==> config.mk <==
export PLATFORM = sky130hd
export DESIGN_NAME = gated_edge_counter
export DESIGN_NICKNAME = d
export VERILOG_FILES = /design/src/rtl/gated_edge_counter.sv
export SDC_FILE = /design/constraint.sdc
export NUM_CORES = 1
export LEC_CHECK = 0
export ABC_AREA = 1
export ABC_CLOCK_PERIOD_IN_PS = 2000
export CORE_ASPECT_RATIO = 0.8
export CORE_MARGIN = 2
export CORE_UTILIZATION = 59
export CTS_CLUSTER_SIZE = 20
export DETAILED_ROUTE_END_ITERATION = 6
export MAX_ROUTING_LAYER = met4
export PLACE_DENSITY = 0.8
export SLEW_MARGIN = 10
export SYNTH_ARGS = -nofsm -noshare
export SYNTH_HDL_FRONTEND = slang
export SYNTH_SLANG_ARGS = --single-unit
==> constraint.sdc <==
create_clock -name clk -period 2 [get_ports clk]
set_input_delay 0.2 -clock clk [delete_from_list [all_inputs] [get_ports clk]]
set_output_delay 0.2 -clock clk [all_outputs]
set_load 0.02 [all_outputs]
==> src/rtl/gated_edge_counter.sv <==
// Counts rising edges of an asynchronous input over a fixed window of clk cycles.
// The result is published on count_out together with a one-cycle count_valid strobe.
//
// state  | meaning
// S_IDLE | waiting for start or continuous
// S_GATE | gate window open, edges counted
// S_DONE | result cycle (count_valid high), then re-arm or idle
module gated_edge_counter #(
  parameter int GATE_CYCLES = 50000000,
  parameter int CNT_W       = 32,
  parameter int SYNC_STAGES = 2
) (
  input  logic             clk,
  input  logic             rst,
  input  logic             sig_in,
  input  logic             start,
  input  logic             continuous,
  output logic             busy,
  output logic [CNT_W-1:0] count_out,
  output logic             count_valid,
  output logic             overflow
);

  localparam int                GATE_W    = $clog2(GATE_CYCLES);
  localparam logic [GATE_W-1:0] GATE_LAST = GATE_W'(GATE_CYCLES - 1);
  localparam logic [CNT_W-1:0]  CNT_MAX   = '1;

  typedef enum logic [1:0] {S_IDLE, S_GATE, S_DONE} state_t;

  state_t                 state_q, state_d;
  logic [SYNC_STAGES-1:0] sync_q;
  logic                   sig_q;
  logic [GATE_W-1:0]      gate_cnt_q, gate_cnt_d;
  logic [CNT_W-1:0]       edge_cnt_q, edge_cnt_d;
  logic                   ovf_q, ovf_d;
  logic [CNT_W-1:0]       count_out_q, count_out_d;
  logic                   overflow_q, overflow_d;
  logic                   sig_s;
  logic                   edge_p;

  assign sig_s  = sync_q[SYNC_STAGES-1];
  assign edge_p = sig_s & ~sig_q;

  always_ff @(posedge clk) begin
    if (rst) begin
      sync_q      <= '0;
      sig_q       <= 1'b0;
      state_q     <= S_IDLE;
      gate_cnt_q  <= '0;
      edge_cnt_q  <= '0;
      ovf_q       <= 1'b0;
      count_out_q <= '0;
      overflow_q  <= 1'b0;
    end else begin
      sync_q      <= {sync_q[SYNC_STAGES-2:0], sig_in};
      sig_q       <= sig_s;
      state_q     <= state_d;
      gate_cnt_q  <= gate_cnt_d;
      edge_cnt_q  <= edge_cnt_d;
      ovf_q       <= ovf_d;
      count_out_q <= count_out_d;
      overflow_q  <= overflow_d;
    end
  end

  always_comb begin
    state_d     = state_q;
    gate_cnt_d  = gate_cnt_q;
    edge_cnt_d  = edge_cnt_q;
    ovf_d       = ovf_q;
    count_out_d = count_out_q;
    overflow_d  = overflow_q;
    case (state_q)
      S_IDLE: begin
        if (start || continuous) begin
          state_d    = S_GATE;
          gate_cnt_d = '0;
          edge_cnt_d = '0;
          ovf_d      = 1'b0;
        end
      end
      S_GATE: begin
        // Saturate rather than wrap; an edge arriving at full scale marks overflow.
        if (edge_p) begin
          if (edge_cnt_q == CNT_MAX) ovf_d = 1'b1;
          else                       edge_cnt_d = edge_cnt_q + CNT_W'(1);
        end
        if (gate_cnt_q == GATE_LAST) begin
          state_d     = S_DONE;
          count_out_d = edge_cnt_d;
          overflow_d  = ovf_d;
        end else begin
          gate_cnt_d = gate_cnt_q + GATE_W'(1);
        end
      end
      S_DONE: begin
        if (continuous) begin
          state_d    = S_GATE;
          gate_cnt_d = '0;
          edge_cnt_d = '0;
          ovf_d      = 1'b0;
        end else begin
          state_d = S_IDLE;
        end
      end
      default: state_d = S_IDLE;
    endcase
  end

  assign busy        = (state_q != S_IDLE);
  assign count_valid = (state_q == S_DONE);
  assign count_out   = count_out_q;
  assign overflow    = overflow_q;

endmodule

# After elaboration in Yosys (flattened, before gate mapping)
# Cells that the tools add are included.
# word_totals
register_bits	97
output_inout_bits	35
# classes
n_addsub	2
reduce_logical	8
n_eq_ne	8
bitwise_logic	2
muxes	18
# ops
op	count
$mux W32	4
$pmux W32 S3	1
$mux W26	3
$pmux W26 S3	1
$add A32 B1 Y32 const B	1
$eq A32 B32 Y1 const B	1
$add A26 B1 Y26 const B	1
$eq A26 B26 Y1 const B	1
$ne A2 B2 Y1 const B	4
$pmux W2 S3	1
$mux W1	5
$mux W2	2
$reduce_and A2 Y1	2
$reduce_and A4 Y1	1
$pmux W1 S3	1
$reduce_and A3 Y1	1
$reduce_bool A3 Y1	1
$eq A2 B1 Y1 const B	1
$eq A2 B2 Y1 const B	1
$logic_not A2 Y1	1
$reduce_bool A2 Y1	1
$and A1 B1 Y1	1
$logic_or A1 B1 Y1	1
$not A1 Y1	1

# Longest topological paths before layout
# Gate-level depths: netlist (run 1).
# depth
ltp_word	4
mapped_depth	13
mapped_depth_nobuf	12

# Least setup slack after synthesis (run 1)
# No wires, ideal clock.
# synth_path
path_kind	register -> register
from	reg edge_cnt_q[0]
to	reg ovf_q
path_buffers	2
setup_slack_ns	0.306
t_arrival_ns	1.627
stages_incl_launch_ff	12
cell_sequence	dfxtp_1 ha_1 nand3_2 inv_2 nand2_2 nor2_4 nand3_2 buf_6 buf_6 o21bai_4 nand2_1 a21oi_2
# synth_between
elab_chain_cells	4
# synth_lines
element	line	source
start, declared	34	logic [CNT_W-1:0] edge_cnt_q, edge_cnt_d;
start signal, assigned	59	edge_cnt_q <= edge_cnt_d;
$eq A32 B32 Y1	85	if (edge_cnt_q == CNT_MAX) ovf_d = 1'b1;
$mux W1	85	
$mux W1	84	if (edge_p) begin
$pmux W1 S3	73	case (state_q)
end signal, assigned	60	ovf_q <= ovf_d;
end, declared	35	logic ovf_q, ovf_d;
# No other way between the ends.
# A chain may end at the register's enable or synchronous reset.

# Worst setup path in the final report (run 1)
# layout_path
from	reg edge_cnt_q[0]
to	reg count_out_q[28], in the netlist count_out[28]
# layout_between
elab_chain_cells	3
word_cells_on_any_way	4
cone_classes	add/sub: 1; eq/ne: 1; mux: 2
# layout_lines
element	line	source
$add A32 B1 Y32 or $eq A32 B32 Y1 (tied branches)	86, 85	
$mux W32 (*)	85	
$mux W32 (*)	84	
end signal, assigned	61	count_out_q <= count_out_d;
end, declared	36	logic [CNT_W-1:0] count_out_q, count_out_d;
# Mark *: on every way between the ends. The rest lies on a longest branch, timed or not.

==> results of run 1 <==
-- what timing repair did --
item,CTS,global route
resized for setup,0,20
endpoints found under the setup margin,0,64
hold buffers,0,0
setup buffers,0,0
-- sequential cells by signal, summed over array words and instances, names as in the netlist --
signal / cells
sig_q: 1
state_q: 2
overflow: 1
edge_cnt_q: 32
count_out: 32
sync_q: 2
ovf_q: 1
gate_cnt_q: 26
-- worst max-delay path, cell delays in order (launching register included) --
cell,delay (ns)
dfxtp_1,0.33
ha_1,0.19
nand3_2,0.13
inv_2,0.11
nand2_2,0.08
nor2_4,0.15
nand3_4,0.14
buf_4,0.22
nand2_1,0.07
nand2_1,0.06
a21oi_1,0.18
nor2_1,0.07
-- placed cells by master (no fill, tap or decap), types with 9 or more instances in the layout --
| master | instances |
|---|---|
| nor2_2 | 11 |
| nand4_1 | 13 |
| nand3_1 | 67 |
| clkdlybuf4s50_1 | 38 |
| inv_1 | 114 |
| nand2_1 | 284 |
| nor2_1 | 132 |
| a21oi_1 | 82 |
| o21ai_0 | 27 |
| clkbuf_16 | 9 |
| buf_4 | 33 |
| nand3_2 | 20 |
| dfxtp_1 | 96 |
-- final cells by class --
type                            count  area share (%)
Multi-Input combinational cell    686            47.9
Sequential cell                    97            28.9
Timing Repair Buffer               76            10.5
Inverter                          116            6.46
Clock buffer                       12            3.66
Tap cell                          119            2.21
Clock inverter                      4           0.427
-- logic make-up (layout without fill, tap and decap cells) --
| family | count (synthesis) | after routing | share of synthesized area (%) |
|---|---|---|---|
| flops | 97 | 97 | 34.0 |
| buf+inv | 150 | 208 | 10.6 |
| fa+ha+maj | 2 | 2 | 0.438 |
| simple gates | 559 | 559 | 42.9 |
| compound gates | 114 | 114 | 10.4 |
| xor+xnor | 11 | 11 | 1.69 |
-- final timing paths --
check,cells past startpoint,endpoint
max,11,count_out[28]
min,2,gate_cnt_q[19]
max reg2reg,11,count_out[28]
min reg2reg,2,sync_q[1]
-- power by group through the flow --
stage,Combinational (uW),Sequential (uW),Clock [uW]
finish,228,1950,1610
global placement,217,1990,0
CTS,219,1950,1640
global route,246,1950,1710
detailed placement,217,1990,0
floorplan,138,1990,0
-- per-stage QoR --
step	total power, uW	setup TNS [ns]
after floorplan	2130	0
after global placement	2210	0
after detailed placement	2210	0
after CTS	3800	0
after global routing	3900	-0.0582
final	3790	0
-- routing by layer --
metal  global-route usage [%]  wire [um]
met4                     7.22        165
met5                        -          0
met2                     40.8       5740
met1                     45.9       7400
met3                     5.82       1380
==> flow_summary_export.csv, run 1 <==
group,metric,value,unit
timing,maxSlewHeadroom,62.7,%
clock_network,cts-buffers-inserted,9,
placed_design,numPortBuffers,39,
timing,clock.fmax,543,MHz
timing,finalClockSkew,0.00528,ns
placed_design,hpwl,10300,um
floorplan,die_x,114,um
power_and_ir_drop,power_density,562,nW/um^2
timing,final_hold_viol_count,0,
cells_and_area,syn_to_final_growth,18.0,%
power_and_ir_drop,swShare,24.1,%
synth,synthTopCellsByCount,"284 x nand2_1, 140 x nor2_1, 114 x inv_1",
job,drv_cap,0,
worst_setup_path,crit_type,"register to register",
status,status,"finished clean",
worst_setup_path,crit_fanout,9,
cells_and_area,fin_util,70.7,%
power_and_ir_drop,combPwrFrac,6.0,%
floorplan,start_util,59.9,%
global_routing,grt_pass1_vias,5162,
power_and_ir_drop,p_int,2880,uW
worst_setup_path,critPathRequiredTime,2.23,ns
placed_design,routabilityCongestion,0.975,
cells_and_area,antenna_cells,0,
synth,synth_area_per_cell,6.12,um^2
timing,whs,0.260,ns
synth,netlist.area_leader.share,34.0,%
worst_setup_path,crit_arrival,2.07,ns
placed_design,pre_cts_ws,0.141,ns
global_routing,grt_max_degree,43,
global_routing,grt_pass1_wl,24700,um
timing,setup_slack,0.158,ns
routing,dr.pass1.iters,5,
synth,ys_seq_area_share,34.0,%
global_routing,grt_remaining_overflow,0,
floorplan,fp.dieArea,10500,um^2
synth,synthCells,933,
synth,synth_nets,940,
routing,via_per_inst,5.28,
synth,async_flop_share,0,%
floorplan,io_pins,40,
timing,grt_setup_unrepaired,"yes",
worst_setup_path,crit_path_start,"edge_cnt_q[0]",
routing,dr_total_vias,5862,
synth,synth-seq-cells,97,
clock_network,clk_pin_slew,0.07,ns
synth,synth_cell_types,33,
timing,maxSlewViolCount,0,
clock_network,clk_path_buf_depth,2,
routing,drt-wirelength-per-cell,13.2,um
min_path,min-delay-start,"rst",
global_routing,antenna_found_initial,0,
synth,ys.warnings.count,0,
cells_and_area,final_nets,993,
power_and_ir_drop,p_leak,0.00266,uW
cells_and_area,multi_input_area,3230,um^2
worst_setup_path,r2r_slack,0.16,ns
cells_and_area,fin_area,6740,um^2
floorplan,die_height,92.0,um
power_and_ir_drop,power.switching,912,uW
placed_design,placedCellCount,1094,
synth,synth-edff-count,0,
clock_network,htreeDepth,3,
routing,drt_iter0_markers,615,
timing,setup_violations,0,
cells_and_area,final_cells,1110,
clock_network,cts_root_buf,"clkbuf_16",
routing,wirelength,14700,um
power_and_ir_drop,seq_power_share,51.4,%
cells_and_area,seq_area,1940,um^2
clock_network,cts_tree,"done",
cells_and_area,n_fill_cell,862,
min_path,hp-class,"input pin to register",
cells_and_area,drive_above_1_share,10.6,%
clock_network,worstSkewPairLatency,0.34,ns
timing,worstMarginPinSlew,0.558,ns
routing,postRouteAntennaNets,0,
routing,drc,0,
synth,synthTopCellsByArea,"dfxtp_1 34%, nand2_1 19%, nor2_1 9.2%",
power_and_ir_drop,vdd.ir_drop.worst,0.587,mV
worst_setup_path,start_kind,"register",
clock_network,clkSinkCount,97,
power_and_ir_drop,pwr-share-clk,42.6,%
floorplan,core,9530,um^2
timing,min_period_over_period,92.1,%
synth,synthesis.area,5710,um^2
synth,yosys.area.top_type,"dfxtp_1",
worst_setup_path,crit_path_end_kind,"register",
worst_setup_path,timing.rr.start,"edge_cnt_q[0]",
placed_design,post_dp_cell_area,6380,um^2
synth,ys.flop_type,"dfxtp_1",
floorplan,fp-row-count,32,
timing,fin_crit,1.84,ns
global_routing,grt_usage,30.2,%
synth,synth_most_common_cell,"nand2_1",
No activity file was read; power rests on OpenSTA's default activity.
==> run 2: changes to the inputs <==
--- a/config.mk
+++ b/config.mk
@@ -13,7 +13,7 @@
 export CTS_CLUSTER_SIZE = 20
 export DETAILED_ROUTE_END_ITERATION = 6
 export MAX_ROUTING_LAYER = met4
-export PLACE_DENSITY = 0.8
+export PLACE_DENSITY_LB_ADDON = 0.3
 export SLEW_MARGIN = 10
 export SYNTH_ARGS = -nofsm -noshare
 export SYNTH_HDL_FRONTEND = slang
==> flow_summary_export.csv, run 2 (synthesized netlist as in run 1, its figures left out) <==
group,metric,value,unit
status,status,"finished clean",
power_and_ir_drop,seq_power_share,47.7,%
timing,finalSetupTns,0,ns
worst_setup_path,crit_fanout,20,
floorplan,fp.dieArea,10500,um^2
routing,postRouteAntennaNets,0,
clock_network,htreeDepth,3,
cells_and_area,mostFrequentLayoutCells,"284 x nand2_1, 134 x nor2_1, 114 x inv_1",
power_and_ir_drop,vdd.ir_drop.worst,0.559,mV
timing,min_period_over_period,91.4,%
timing,grt_setup_unrepaired,"no",
power_and_ir_drop,power_density,606,nW/um^2
clock_network,clk_pin_slew,0.07,ns
routing,wirelength,15000,um
floorplan,io_pins,40,
cells_and_area,n_fill_cell,821,
floorplan,start_util,59.9,%
power_and_ir_drop,p_leak,0.00267,uW
cells_and_area,syn_to_final_growth,18.1,%
timing,worstMarginPinSlew,0.669,ns
placed_design,hpwl,10500,um
clock_network,clkSinkCount,97,
floorplan,die_x,114,um
min_path,hp-class,"input pin to register",
global_routing,grtUsageMet2,43.4,%
worst_setup_path,crit_path_end_kind,"register",
worst_setup_path,start_kind,"register",
placed_design,placedCellCount,1089,
clock_network,clk_path_buf_depth,2,
timing,final_hold_viol_count,0,
routing,drc,0,
placed_design,numPortBuffers,39,
cells_and_area,layout_commonest_cell,"nand2_1",
global_routing,grt_pass1_wl,25200,um
worst_setup_path,crit_arrival,2.06,ns
power_and_ir_drop,swShare,23.3,%
timing,fin_crit,1.83,ns
floorplan,fp-row-count,32,
worst_setup_path,critPathRequiredTime,2.23,ns
clock_network,worstSkewPairLatency,0.35,ns
routing,drt_iter0_markers,673,
timing,finalClockSkew,0.0108,ns
power_and_ir_drop,combPwrFrac,5.4,%
placed_design,routabilityCongestion,0.975,
global_routing,use_met3,6.74,%
routing,dr_total_vias,5942,
routing,via_per_inst,5.37,
placed_design,post_dp_cell_area,6370,um^2
timing,whs,0.334,ns
power_and_ir_drop,pwr-share-clk,46.9,%
job,drv_cap,0,
power_and_ir_drop,p_int,3130,uW
clock_network,cts_root_buf,"clkbuf_16",
global_routing,grt_remaining_overflow,0,
cells_and_area,final_nets,989,
global_routing,grt_usage,30.6,%
floorplan,die_height,92.0,um
timing,maxSlewHeadroom,55.3,%
timing,clock.fmax,547,MHz
routing,drt-wirelength-per-cell,13.5,um
cells_and_area,final_cells,1106,
global_routing,grt_max_degree,52,
timing,maxSlewViolCount,0,
global_routing,antenna_found_initial,0,
cells_and_area,fin_area,6740,um^2
routing,dr.pass1.iters,6,
cells_and_area,drive_above_1_share,10.2,%
worst_setup_path,crit_type,"register to register",
global_routing,gr-usage-met1,44.5,%
clock_network,cts-buffers-inserted,9,
global_routing,grt-busiest-layer,"met1",
cells_and_area,antenna_cells,0,
floorplan,core,9530,um^2
clock_network,cts_tree,"done",
power_and_ir_drop,power.switching,950,uW
global_routing,grt_pass1_vias,5251,
timing,setup_violations,0,
clock_network,cts_hold_buffers,0,
## run 2: cell types whose count changed in the layout (fill, tap and decap cells not counted), sizes merged
cell and change:
inv +1, bufinv +2, clkbuf -2, clkinvlp -1, buf -4
## run 2: through the flow
step / setup slack, ns / util (%) / power [uW]
after floorplan: 0.306 / - / 2130
after global placement: 0.0920 / 66.9 / 2200
after detailed placement: 0.123 / 66.9 / 2210
after CTS: 0.0989 / 70.3 / 4080
after global routing: 0.00420 / 70.7 / 4190
final: 0.172 / 70.7 / 4080
## run 2: per-layer routing
metal,vias to the layer above,routed length [um]
met5,-,0
met4,0,154
met3,19,1440
met2,259,6130
met1,2633,7230
li1,3031,-
## run 2: critical path, cell delays in order (launching register included)
cell	delay, ns
dfxtp_1	0.42
nand2_1	0.11
nor2_1	0.18
nand2_2	0.14
nor2_2	0.14
nand4_2	0.17
buf_4	0.27
a21oi_1	0.21
nor2_1	0.08
## run 2: final timing paths
| check | from | end | slack, ns | cells past startpoint |
|---|---|---|---|---|
| setup reg to reg | gate_cnt_q[2] | count_out[28] | 0.17 | 8 |
| setup / recovery | gate_cnt_q[2] | count_out[28] | 0.17 | 8 |
| hold / removal | rst | edge_cnt_q[20] | 0.33 | 3 |
| hold reg to reg | sync_q[0] | sync_q[1] | 0.41 | 2 |
## run 2: area by class of cell
cell class | instances | area [um^2] | area share [%]
Clock inverter | 6 | 90.1 | 1.34
Multi-Input combinational cell | 686 | 3200 | 47.5
Clock buffer | 10 | 239 | 3.54
Inverter | 116 | 435 | 6.46
Tap cell | 119 | 149 | 2.21
Timing Repair Buffer | 72 | 687 | 10.2
Sequential cell | 97 | 1940 | 28.8
## run 2: power groups by stage
stage | Clock, uW | Sequential [uW] | Combinational [uW]
2_1_floorplan | 0 | 1990 | 138
3_3_place_gp | 0 | 1990 | 214
3_5_place_dp | 0 | 1990 | 214
4_1_cts | 1920 | 1950 | 216
5_1_grt | 2000 | 1950 | 239
6_report | 1910 | 1950 | 222
## run 2: what timing repair did
item | 4_1_cts | 5_1_grt
endpoints found under the setup margin | 0 | 44
buffers inserted | 0 | 1
resized for setup | 0 | 10
==> run 3: changes to the inputs <==
--- a/config.mk
+++ b/config.mk
@@ -14,6 +14,7 @@
 export DETAILED_ROUTE_END_ITERATION = 6
 export MAX_ROUTING_LAYER = met4
 export PLACE_DENSITY_LB_ADDON = 0.3
+export SETUP_SLACK_MARGIN = 0.2
 export SLEW_MARGIN = 10
 export SYNTH_ARGS = -nofsm -noshare
 export SYNTH_HDL_FRONTEND = slang
==> flow_summary_export.csv, run 3 (synthesized netlist as in run 1, its figures left out) <==
group,metric,value,unit
status,status,"finished clean",
power_and_ir_drop,vdd.ir_drop.worst,0.560,mV
clock_network,worstSkewPairLatency,0.35,ns
power_and_ir_drop,combPwrFrac,6.0,%
timing,final_hold_viol_count,0,
job,drv_cap,0,
routing,wirelength,16300,um
floorplan,die_x,114,um
worst_setup_path,crit_arrival,2.07,ns
routing,via_per_inst,5.49,
cells_and_area,final_nets,1009,
power_and_ir_drop,power_density,569,nW/um^2
clock_network,cts_hold_buffers,0,
timing,clock.fmax,558,MHz
cells_and_area,layout_commonest_cell,"nand2_1",
placed_design,post_dp_cell_area,6370,um^2
power_and_ir_drop,power.switching,953,uW
power_and_ir_drop,p_int,3140,uW
cells_and_area,fin_area,7180,um^2
power_and_ir_drop,swShare,23.3,%
routing,drc,0,
routing,dr.pass1.iters,7,
clock_network,htreeDepth,3,
power_and_ir_drop,pwr-share-clk,46.6,%
floorplan,io_pins,40,
cells_and_area,multi_input_area,3380,um^2
placed_design,pre_cts_ws,0.123,ns
routing,wl_met3,1670,um
routing,wl_met1,7590,um
global_routing,antenna_found_initial,0,
routing,postRouteAntennaNets,0,
floorplan,fp-row-count,32,
worst_setup_path,crit_type,"register to register",
clock_network,cts_root_buf,"clkbuf_16",
timing,setup_violations,0,
placed_design,routabilityCongestion,0.975,
global_routing,grt_usage,30.6,%
timing,min_period_over_period,89.5,%
power_and_ir_drop,seq_power_share,47.4,%
timing,setup_slack,0.209,ns
routing,dr_total_vias,6186,
clock_network,cts-buffers-inserted,9,
worst_setup_path,critPathRequiredTime,2.28,ns
worst_setup_path,start_kind,"register",
cells_and_area,n_fill_cell,739,
routing,drt-wirelength-per-cell,14.5,um
cells_and_area,syn_to_final_growth,25.8,%
cells_and_area,seq_area,1990,um^2
floorplan,fp.dieArea,10500,um^2
timing,maxSlewViolCount,0,
cells_and_area,mostFrequentLayoutCells,"276 x nand2_1, 116 x nor2_1, 113 x inv_1",
worst_setup_path,crit_path_end_kind,"register",
routing,drt_iter0_markers,706,
clock_network,clkSinkCount,97,
timing,grt_setup_unrepaired,"yes",
power_and_ir_drop,p_leak,0.00280,uW
global_routing,grt_pass1_wl,25200,um
clock_network,clk_pin_slew,0.07,ns
cells_and_area,antenna_cells,0,
timing,worstMarginPinSlew,0.672,ns
global_routing,grt_pass1_vias,5288,
cells_and_area,fin_util,75.4,%
cells_and_area,drive_above_1_share,17.8,%
global_routing,grt_remaining_overflow,0,
floorplan,die_height,92.0,um
timing,finalSetupTns,0,ns
floorplan,core,9530,um^2
routing,top_layer_used,"met4",
placed_design,hpwl,10500,um
clock_network,clk_path_buf_depth,2,
worst_setup_path,crit_fanout,6,
min_path,hp-class,"input pin to register",
global_routing,grt_max_degree,52,
timing,whs,0.341,ns
timing,fin_crit,1.79,ns
clock_network,cts_tree,"done",
timing,finalClockSkew,0.00881,ns
routing,wl_met2,6720,um
floorplan,start_util,59.9,%
placed_design,numPortBuffers,39,
timing,maxSlewHeadroom,55.1,%
## run 3: stage by stage
stage	power, uW	instances
detailed placement	2210	1089
finish	4090	1126
floorplan	2130	933
global route	4200	1126
CTS	4080	1106
global placement	2200	1089
## run 3: area by class of cell
cell class | count | share of cell area [%]
multi-input cells | 686 | 47.0
repair buffers | 92 | 12.5
clock buffers | 10 | 3.33
inverters | 116 | 6.06
well taps | 119 | 2.07
flip-flops and latches | 97 | 27.7
clock inverters | 6 | 1.25
## run 3: worst paths after layout
check	start	depth (start not counted)	to	slack, ns
worst max-delay path	gate_cnt_q[2]	9	count_out[25]	0.21
worst min-delay path	rst	3	edge_cnt_q[4]	0.34
worst max register to register	gate_cnt_q[2]	9	count_out[25]	0.21
worst min register to register	sync_q[0]	2	sync_q[1]	0.41
## run 3: what timing repair did
| action | CTS | global route |
|---|---|---|
| setup endpoints to repair | 48 | 92 |
| pin swaps | 2 | 9 |
| gates resized for setup | 9 | 87 |
| buffers inserted | 1 | 17 |
| gates cloned | 0 | 3 |
## run 3: power by group through the flow
stage          Clock [uW]  Sequential [uW]  Combinational [uW]
2_1_floorplan           0             1990                 138
5_1_grt              2000             1940                 263
6_report             1900             1940                 247
3_5_place_dp            0             1990                 214
3_3_place_gp            0             1990                 214
4_1_cts              1920             1950                 217
## run 3: critical path, stage by stage (launching register included)
cell and delay [ns]:
dfxtp_4 0.39, nand2_2 0.07, nor2_2 0.16, nand2_2 0.10, nor3_2 0.10, nand3b_1 0.15
nor2_4 0.31, clkbuf_16 0.23, o21ai_0 0.07, nor2_1 0.14
## run 3: metal layers
metal  vias up  track usage (%)
met5         -                -
met4         0             7.42
met3        30             6.87
met2       323             43.6
met1      2759             44.0
li1       3074                -
